===== config.mk =====
export PLATFORM = sky130hd
export DESIGN_NAME = code_lock_ctrl
export DESIGN_NICKNAME = d
export VERILOG_FILES = /design/src/rtl/code_lock_ctrl.sv
export SDC_FILE = /design/constraint.sdc
export NUM_CORES = 1
export LEC_CHECK = 0
export ABC_AREA = 0
export BUFFER_PORTS_ARGS = -buffer_cell sky130_fd_sc_hd__buf_2
export CAP_MARGIN = 20
export CORE_AREA = 2 2 50 47
export CTS_CLUSTER_DIAMETER = 120
export DETAILED_ROUTE_END_ITERATION = 10
export DIE_AREA = 0 0 52 49
export HOLD_SLACK_MARGIN = 0.03
export PLACE_DENSITY = 0.78
export SYNTH_ARGS = -nofsm -noshare
export SYNTH_HDL_FRONTEND = slang
export SYNTH_SLANG_ARGS = --single-unit

===== constraint.sdc =====
create_clock -name clk_i -period 3.6 [get_ports clk_i]
set_clock_uncertainty 0.1 [all_clocks]
set_input_delay 0.36 -clock clk_i [delete_from_list [all_inputs] [get_ports clk_i]]
set_output_delay 0.36 -clock clk_i [all_outputs]
set_load 0.01 [all_outputs]

===== src/rtl/code_lock_ctrl.sv =====
// Sequential back end of the 1-4-6-9 keypad lock: holds the sequence state fed
// back to the decoder, drives the timed unlock, and enforces a failure lockout.
module code_lock_ctrl #(
    parameter int UNLOCK_CYCLES  = 8,
    parameter int MAX_FAIL       = 3,
    parameter int LOCKOUT_CYCLES = 16
) (
    input  logic       clk_i,
    input  logic       rst_i,
    input  logic       key_valid_i,
    input  logic [2:0] NextState_i,
    output logic [2:0] CurrentState_o,
    output logic       unlock_o,
    output logic       locked_out_o,
    output logic [1:0] fail_cnt_o,
    output logic       key_drop_o
);

    typedef enum logic [1:0] {
        TRACK,
        OPEN,
        LOCKOUT
    } mode_t;

    localparam logic [7:0] UNLOCK_LOAD  = 8'(UNLOCK_CYCLES - 1);
    localparam logic [7:0] LOCKOUT_LOAD = 8'(LOCKOUT_CYCLES - 1);
    localparam logic [2:0] MAX_FAIL_W   = 3'(MAX_FAIL);

    mode_t      mode_q, mode_nxt;
    logic [2:0] state_q, state_nxt;
    logic       unlock_q, unlock_nxt;
    logic       locked_q, locked_nxt;
    logic [1:0] fail_q, fail_nxt;
    logic       drop_q, drop_nxt;
    logic [7:0] timer_q, timer_nxt;
    logic [2:0] fail_inc;

    // Widened so the comparison against MAX_FAIL cannot wrap at 2 bits.
    assign fail_inc = {1'b0, fail_q} + 3'd1;

    always_ff @(posedge clk_i) begin
        if (rst_i) begin
            mode_q   <= TRACK;
            state_q  <= 3'd0;
            unlock_q <= 1'b0;
            locked_q <= 1'b0;
            fail_q   <= 2'd0;
            drop_q   <= 1'b0;
            timer_q  <= 8'd0;
        end else begin
            mode_q   <= mode_nxt;
            state_q  <= state_nxt;
            unlock_q <= unlock_nxt;
            locked_q <= locked_nxt;
            fail_q   <= fail_nxt;
            drop_q   <= drop_nxt;
            timer_q  <= timer_nxt;
        end
    end

    always_comb begin
        mode_nxt   = mode_q;
        state_nxt  = state_q;
        unlock_nxt = unlock_q;
        locked_nxt = locked_q;
        fail_nxt   = fail_q;
        drop_nxt   = 1'b0;
        timer_nxt  = timer_q;

        case (mode_q)
            TRACK: begin
                if (key_valid_i) begin
                    if (NextState_i == 3'd4) begin
                        state_nxt  = 3'd4;
                        fail_nxt   = 2'd0;
                        timer_nxt  = UNLOCK_LOAD;
                        unlock_nxt = 1'b1;
                        mode_nxt   = OPEN;
                    end else if (NextState_i >= 3'd1 && NextState_i <= 3'd3) begin
                        state_nxt = NextState_i;
                    end else begin
                        // Decoder values 0 and 5..7 all count as a wrong digit.
                        state_nxt = 3'd0;
                        if (fail_inc == MAX_FAIL_W) begin
                            fail_nxt   = MAX_FAIL_W[1:0];
                            timer_nxt  = LOCKOUT_LOAD;
                            locked_nxt = 1'b1;
                            mode_nxt   = LOCKOUT;
                        end else begin
                            fail_nxt = fail_inc[1:0];
                        end
                    end
                end
            end
            OPEN: begin
                drop_nxt = key_valid_i;
                if (timer_q == 8'd0) begin
                    unlock_nxt = 1'b0;
                    state_nxt  = 3'd0;
                    mode_nxt   = TRACK;
                end else begin
                    timer_nxt = timer_q - 8'd1;
                end
            end
            LOCKOUT: begin
                drop_nxt = key_valid_i;
                if (timer_q == 8'd0) begin
                    locked_nxt = 1'b0;
                    fail_nxt   = 2'd0;
                    mode_nxt   = TRACK;
                end else begin
                    timer_nxt = timer_q - 8'd1;
                end
            end
            default: begin
                mode_nxt = TRACK;
            end
        endcase
    end

    assign CurrentState_o = state_q;
    assign unlock_o       = unlock_q;
    assign locked_out_o   = locked_q;
    assign fail_cnt_o     = fail_q;
    assign key_drop_o     = drop_q;

endmodule


# After elaboration in Yosys (flattened, before gate mapping)
# Cells that the tools add are included.
[op_classes] n_addsub=2 multipliers=0 div=0 n_lt_le_gt_ge=2 n_eq_ne=15 shifts=0 muxes=31 bitwise_logic=1 n_reduce_logical=14
[op_table] cell="$mux 8" n=5
[op_table] cell="$mux 2" n=9
[op_table] cell="$ne 2x2->1 const B" n=8
[op_table] cell="$pmux 8 s2" n=1
[op_table] cell="$mux 3" n=4
[op_table] cell="$reduce_and 4->1" n=3
[op_table] cell="$logic_not 8->1" n=1
[op_table] cell="$pmux 2 s2" n=2
[op_table] cell="$sub 8x1->8 const B" n=1
[op_table] cell="$mux 1" n=7
[op_table] cell="$ne 3x3->1 const B" n=2
[op_table] cell="$pmux 3 s2" n=1
[op_table] cell="$reduce_and 6->1" n=1
[op_table] cell="$reduce_bool 2->1" n=3
[op_table] cell="$reduce_and 5->1" n=1
[op_table] cell="$pmux 1 s2" n=2
[op_table] cell="$reduce_or 2->1" n=2
[op_table] cell="$add 2x1->3 const B" n=1
[op_table] cell="$eq 3x2->1 const B" n=1
[op_table] cell="$eq 3x3->1 const B" n=1
[op_table] cell="$ge 3x1->1 const B" n=1
[op_table] cell="$le 3x2->1 const B" n=1
[op_table] cell="$reduce_and 3->1" n=1
[op_table] cell="$eq 2x1->1 const B" n=1
[op_table] cell="other kinds (5)" n=5
[totals] ff_bits=18 latchBits=0 mem_bits_rw=0 mem_bits_ro=0 output_inout_bits=8 word_cells=72 n_memories=0

# Depth between registers and ports, before layout
# Gate-level depths: netlist of the first run.
[logic_depth] depth_word=7 ltp_mapped=7

# Worst setup path before layout of the first run
# OpenSTA, ideal clock, no wires.
[synth_path] kind="register to register" start="reg mode_q[0]" end="reg timer_q[4]" setup_ns=0.072 arrival_ns=1.634 t_required_ns=3.428 path_slack_ns=1.794 path_stages_with_launch=8 path_buffers=1 path_cell_list="dfxtp_1 -> inv_1 -> ha_1 -> buf_2 -> and3b_1 -> a221oi_2 -> nand2_1 -> mux2i_1"
[synth_via] elab_chain_len=4 word_cells_on_any_way=11
[synth_rtl] element="from (decl)" line="29" source="mode_t mode_q, mode_nxt;"
[synth_rtl] element="from (signal assigned)" line="51" source="mode_q <= mode_nxt;"
[synth_rtl] element="$eq 2x2->1 or $eq 2x1->1 (tied branches)" line="70" source="case (mode_q)"
[synth_rtl] element="$reduce_or 2->1 (no line)"
[synth_rtl] element="$ne 2x2->1 (no line) or $reduce_bool 2->1 (tied branches)"
[synth_rtl] element="$reduce_and 5->1 (no line)"
[synth_rtl] element="to (signal assigned)" line="57" source="timer_q <= timer_nxt;"
[synth_rtl] element="to (decl)" line="35" source="logic [7:0] timer_q, timer_nxt;"
# Parallel ways exist; a longest one is shown, timed or not.
# A chain may end at the register's enable or synchronous reset.

# Worst setup path after layout of the first run
[layout_path] start="reg mode_q[0]" end="reg timer_q[2]"
# The elaborated chain is that of the path after synthesis.

==> results of run 1 <==
## final cells by class
class                   instances  area (sq um)
multi-input cells              94         714.4
well taps                      27         33.78
clock buffers                   3         22.52
repair buffers                 13         65.06
flip-flops and latches         18         360.3
fillers                       193         820.8
inverters                      12         45.04
## cell usage after synthesis, types with 2 or more instances
master	number
nand4_1	4
inv_1	12
buf_2	3
a22o_1	2
a21boi_0	2
nand4bb_1	2
nor2b_1	2
mux2i_1	3
nand3_1	2
o2111ai_1	2
o21a_1	2
a211oi_1	2
a21oi_1	10
nand2_1	6
nor3b_1	2
o21ai_0	6
dfxtp_1	18
ha_1	6
nand2b_1	3
or4b_2	2
nor2_1	7
a31oi_1	4
## power by group
| group | switching (mW) | total [mW] | internal [mW] |
|---|---|---|---|
| Clock | 0.0592 | 0.0981 | 0.0389 |
| Sequential | 0.0140 | 0.227 | 0.214 |
| Combinational | 0.0794 | 0.134 | 0.0544 |
| Total | 0.153 | 0.459 | 0.307 |
## layer usage
layer  track usage (%)  share of wire [%]  vias to the layer above
li1                  -                  -                      515
met1             30.27                 48                      484
met2             33.76                 47                       19
met3             2.761                4.1                        2
met4             5.263               0.81                        0
met5                 0                  0                        -
## sequential cells by signal, indices dropped and copies added, names as in the netlist
name	cells
key_drop_o	1
fail_cnt_o	2
CurrentState_o	3
timer_q	8
locked_out_o	1
mode_q	2
unlock_o	1
## through the flow
stage / area, sq um / util [%] / hold slack, ns / worst slack (ns) / cells
6_report: 1241 / 60.19 / 0.3158 / 1.496 / 167
5_1_grt: 1241 / 60.19 / 0.3280 / 1.382 / 167
4_1_cts: 1241 / 60.19 / 0.3069 / 1.534 / 167
3_5_place_dp: 1219 / 59.10 / 0.3633 / 1.548 / 164
3_3_place_gp: 1219 / 59.10 / 0.3523 / 1.649 / 164
2_1_floorplan: 1144 / - / 0.3524 / 1.794 / 129
## worst min path at each step
stage / cells past startpoint / slack (ns) / from / endpoint
floorplan: 1 / 0.35 / timer_q[0]$_SDFFE_PP0P_ / timer_q[0]$_SDFFE_PP0P_
global placement: 2 / 0.35 / unlock_o$_SDFFE_PP0P_ / unlock_o$_SDFFE_PP0P_
detailed placement: 2 / 0.36 / unlock_o$_SDFFE_PP0P_ / unlock_o$_SDFFE_PP0P_
CTS: 2 / 0.31 / rst_i / fail_cnt_o[1]$_SDFFE_PP0P_
global route: 2 / 0.33 / key_valid_i / key_drop_o$_SDFF_PP0_
finish: 2 / 0.32 / rst_i / fail_cnt_o[1]$_SDFFE_PP0P_
## layout by cell type (no fill, tap or decap), drive strengths merged, types with 2 or more instances in the layout
| cell | synthesis | final |
|---|---|---|
| dfxtp | 18 | 18 |
| nand2b | 3 | 3 |
| a31oi | 5 | 5 |
| mux2i | 3 | 3 |
| nor2b | 2 | 2 |
| nor2 | 7 | 7 |
| nand3 | 2 | 2 |
| nand4bb | 2 | 2 |
| a22o | 2 | 2 |
| nand4 | 4 | 4 |
| nand2 | 6 | 6 |
| and4 | 3 | 3 |
| nor3b | 3 | 3 |
| a211oi | 2 | 2 |
| clkbuf | 2 | 3 |
| a21boi | 2 | 2 |
| inv | 12 | 12 |
| a21oi | 10 | 10 |
| ha | 6 | 6 |
| buf | 3 | 13 |
| o21a | 2 | 2 |
| o2111ai | 2 | 2 |
| or4b | 2 | 2 |
| o21ai | 6 | 6 |
## cells by family (layout without fill, tap and decap cells)
logic type	Yosys count	in the layout	share of synthesized area, %
multiplexers	3	3	2.626
XOR/XNOR	1	1	0.7660
flip-flops	18	18	31.51
AO/OA/AOI/OAI	42	42	27.13
AND/OR/NAND/NOR	42	42	25.38
adder cells (fa/ha/maj)	6	6	6.564
buffers and inverters	17	28	6.016
==> impl_metrics.ini, run 1 <==
[status]
outcome = complete, no violations

[setup_path]
worstSetupEndpointType = flip-flop
r2r-start = mode_q[0]$_SDFFE_PP0P_
crit_family = simple AND/OR/NAND/NOR gates
cp_max_fo = 13
slowest_stage = nand4_1
reg2reg_slack_ns = 1.50
critPathMaxStageDelay_ns = 0.47
criticalPathCategory = flip-flop to flip-flop
cp.required_ns = 3.69
critPathBufInv = 1
crit_path_start = mode_q[0]$_SDFFE_PP0P_
r2r-end = timer_q[2]$_SDFFE_PP0P_
crit_arrival_ns = 2.20
path_cells = inv_1, ha_1, nand4_1, and4_4, o31a_1
reg2reg_depth = 5
crit_path_end = timer_q[2]$_SDFFE_PP0P_
startpoint_type = flip-flop
worst-path-stages = 5

[die]
die_area_sq_um = 2548
row_count = 16
dieHeight_um = 49
fp.coreArea_sq_um = 2062
start_util_pct = 55.46
ios = 14
die_w_um = 52

[sta]
hold_viol = 0
finalCritPeriodShare_pct = 58.43
worst_pin_slew_ns = 0.5242
relSlewSlack_pct = 64.98
timing.fmax_ghz = 0.4754
tns_ns = 0
rsz0062_at_grt = no
layout_min_cycle_time_ns = 2.104
slew_viol_final = 0
setup_viol_count_final = 0

[clocking]
cts_sinks = 18
cts.reportedPaths.clkPinSlew_ns = 0.10
post_cts_resized = 0
root_buffer = clkbuf_4
h-tree-depth = 1
cts_setup_buffers = 0
clk_latency_ns = 0.29
tritoncts.num_buffers = 3
cts_tree = done
cts_hold_buffers = 0
clock_path_buffers = 2

[power_and_ir_drop]
p_leak_nw = 0.5007
power.total_mw = 0.4594
ir_worst_vdd_mv = 0.3229
power_density_nw_per_um2 = 370.1

[finish]
drive_gt1_share_pct = 20.00
fin_nets = 154
antennaDiodeCount = 0
area_growth_pct = 8.534

[yosys]
yosysUniqueCellTypes = 49
netlist_area_sq_um = 1144
syn_inst = 129
ys_seq_elements = 18
synth_nets = 141
synthTopCellsByArea = dfxtp_1 32%, ha_1 6.6%, a21oi_1 4.4%
synth-edff-count = 0
synth-async-reset-ratio_pct = 0
ys_warn_count = 0
synth.largest_area_cell = dfxtp_1
synth.avg_cell_area_sq_um = 8.865
ys_seq_area_share_pct = 31.51
synth_flop_cell = dfxtp_1
yosysTopAreaCellShare_pct = 31.51

[drt]
drtIter0Drc = 27
drt-vias-per-instance = 6.108
vias = 1020
wl_um = 2350
routedWlPerCell_um = 14.07
drc_errors = 0
drt_first_pass_iters = 4
antenna_left = 0

[global_routing]
grt_pass1_wl_um = 4202
gr-total-overflow = 0
grt.total_usage_pct = 21.29
antenna_found_initial = 0
grt_pass1_vias = 940
grt_max_degree = 14

[worst_hold_path]
hold_class = primary input to flip-flop

[flow_run]
maxCapViolCount = 0

[placed_design]
dp_hpwl_um = 1807
portBuffers = 13
gp_congestion = 0.7921
No activity file was read; power rests on OpenSTA's default activity.
==> inputs of run 2 (changes only) <==
- ABC_AREA: 0 -> 1
- CORE_AREA: 2 2 50 47 -> 2 2 52 49
- DIE_AREA: 0 0 52 49 -> 0 0 54 51
- PLACE_DENSITY: 0.78 -> 0.74
- clock period: 3.6 -> 2 ns (I/O delays scaled with it)
==> run 2 against run 1 <==
Utilization decreased by 3.7 points; fmax rose by 18%; die area rose by 8.1%; non-clock buffer count stayed put; largest power group is now combinational logic; total power rose to 4.8 times the previous value; setup slack worse by 1.3 ns; synthesized cell count is 39% higher; worst hold slack worse by 0.27 ns; critical path depth rose by 3; design area is 4.5% higher.
==> impl_metrics.ini, run 2 <==
[yosys]
yosys.area_share.simple_pct = 40.74
synth_top_family_by_area = simple AND/OR/NAND/NOR gates
synthTopCellsByCount = 46 x nand2_1, 23 x inv_1, 19 x nor2_1
synth.avg_cell_area_sq_um = 6.571
synth_nets = 191
synth_compound_area_share_pct = 12.34
ys_seq_elements = 18
synth.most_common_cell = nand2_1
ys_seq_area_share_pct = 30.64
syn_inst = 179
yosysTopAreaCellShare_pct = 30.64
synth_xor_area_share_pct = 0
synth_flop_cell = dfxtp_1
synth_fa_ha_area_share_pct = 6.383
synth.largest_area_cell = dfxtp_1
netlist_area_sq_um = 1176
synthMuxAreaShare_pct = 0
synthTopCellsByArea = dfxtp_1 31%, nand2_1 15%, inv_1 7.3%
synth-async-reset-ratio_pct = 0
synth-edff-count = 0
yosysUniqueCellTypes = 26
ys_warn_count = 0

[clocking]
cts_sinks = 18
clk_latency_ns = 0.30
tritoncts.num_buffers = 3
post_cts_resized = 0
cts.reportedPaths.clkPinSlew_ns = 0.11
cts_setup_buffers = 0
root_buffer = clkbuf_4
h-tree-depth = 1
clock_path_buffers = 2
cts_tree = done
cts_hold_buffers = 0

[drt]
drt_first_pass_iters = 4
routedWlPerCell_um = 11.10
vias = 1123
drt-vias-per-instance = 5.059
drc_errors = 0
wl_um = 2464
drtIter0Drc = 28
antenna_left = 0

[setup_path]
crit_family = simple AND/OR/NAND/NOR gates
reg2reg_slack_ns = 0.22
path_cells = inv_1, ha_1, nand2_1, nand2_4, nor2_8, nand3_4, a21oi_1, nor2_1
reg2reg_depth = 8
critPathMaxStageDelay_ns = 0.35
startpoint_type = flip-flop
worstSetupEndpointType = flip-flop
cp.required_ns = 2.09
r2r-start = mode_q[0]$_SDFFE_PP0P_
slowest_stage = dfxtp_1
r2r-end = timer_q[3]$_SDFFE_PP0P_
critPathBufInv = 1
cp_max_fo = 9
crit_arrival_ns = 1.87
criticalPathCategory = flip-flop to flip-flop

[sta]
worst_pin_slew_ns = 0.3295
rsz0062_at_grt = no
setup_viol_count_final = 0
finalCritPeriodShare_pct = 88.85
timing.fmax_ghz = 0.5627
slew_viol_final = 0
tns_ns = 0
layout_min_cycle_time_ns = 1.777
hold_viol = 0
relSlewSlack_pct = 78.04

[global_routing]
grt.total_usage_pct = 20.17
grt_pass1_vias = 954
gr-total-overflow = 0
grt_use_met2_pct = 29.67
met1_usage_pct = 29.09
grt_pass1_wl_um = 4064
grt_max_degree = 11
antenna_found_initial = 0
grt_util_met3_pct = 3.509
top_usage_layer = met2

[placed_design]
gp_congestion = 0.9583
dp_hpwl_um = 1911
portBuffers = 13

[finish]
fin_util_pct = 56.48
area_growth_pct = 10.32
largest_reg_flops = 8
final_common_cell = nand2_1
drive_gt1_share_pct = 18.56
fin_nets = 207
fill_cells = 242
antennaDiodeCount = 0
final_cell_mix = 46 x nand2_1, 23 x inv_1, 19 x nor2_1
regMostFlops = timer_q

[die]
die_area_sq_um = 2754
start_util_pct = 51.20
ios = 14
dieHeight_um = 51
fp.coreArea_sq_um = 2297
die_w_um = 54
row_count = 17

[worst_hold_path]
hold_class = primary input to flip-flop
worstHoldStart = key_valid_i
whs_path_depth = 3
hold_end = key_drop_o$_SDFF_PP0_

[power_and_ir_drop]
ir_worst_vdd_mv = 1.176
power.total_mw = 2.190
p_leak_nw = 0.6402
power_density_nw_per_um2 = 1688

[status]
outcome = complete, no violations

[flow_run]
maxCapViolCount = 0
run 2: kinds of logic after synthesis:
logic type / Yosys count
AO/OA/AOI/OAI: 26
adder cells (fa/ha/maj): 6
buffers and inverters: 29
flip-flops: 18
AND/OR/NAND/NOR: 100
run 2: how the worst max path moves through the flow:
stage / start / end / slack, ns / cells past startpoint
finish: mode_q[0]$_SDFFE_PP0P_ / timer_q[3]$_SDFFE_PP0P_ / 0.22 / 8
global route: mode_q[0]$_SDFFE_PP0P_ / timer_q[3]$_SDFFE_PP0P_ / 0.09 / 10
CTS: mode_q[0]$_SDFFE_PP0P_ / timer_q[3]$_SDFFE_PP0P_ / 0.22 / 10
detailed placement: mode_q[0]$_SDFFE_PP0P_ / timer_q[3]$_SDFFE_PP0P_ / 0.24 / 8
global placement: mode_q[0]$_SDFFE_PP0P_ / timer_q[3]$_SDFFE_PP0P_ / 0.28 / 10
floorplan: mode_q[0]$_SDFFE_PP0P_ / mode_q[0]$_SDFFE_PP0P_ / 0.45 / 11
run 2: metrics by stage:
| stage | worst slack, ns | std cells | instance area [sq um] | hold slack [ns] |
|---|---|---|---|---|
| 2_1_floorplan | 0.4518 | 179 | 1176 | 0.2330 |
| 3_5_place_dp | 0.2433 | 218 | 1261 | 0.3381 |
| 3_3_place_gp | 0.2762 | 218 | 1261 | 0.3362 |
| 4_1_cts | 0.2165 | 222 | 1297 | 0.04377 |
| 6_report | 0.2229 | 222 | 1297 | 0.05040 |
| 5_1_grt | 0.08999 | 222 | 1297 | 0.06500 |
run 2: routing by layer:
metal  vias to the layer above  routed length (um)
met5                         -                   0
met4                         0                  39
met3                         5                 104
met2                        24                1074
met1                       500                1245
li1                        594                   -
run 2: cell type report:
class / instances / area [sq um] / share of cell area [%]
timing repair buffer: 13 / 65.06 / 5.014
clock buffer: 4 / 36.28 / 2.797
tap: 28 / 35.03 / 2.700
sequential: 18 / 360.3 / 27.77
inverter: 27 / 101.3 / 7.811
multi-input combinational: 132 / 699.4 / 53.91
run 2: power by group:
group	switching (mW)	total, mW	internal [mW]
combinational	0.913	1.41	0.493
clock	0.117	0.228	0.111
sequential	0.0781	0.555	0.477
total	1.11	2.19	1.08
run 2: worst register-to-register path, stage by stage, from the launching register on:
cell     delay, ns
dfxtp_1       0.35
inv_1         0.07
ha_1          0.32
nand2_1       0.21
nand2_4       0.10
nor2_8        0.17
nand3_4       0.14
a21oi_1       0.15
nor2_1        0.06
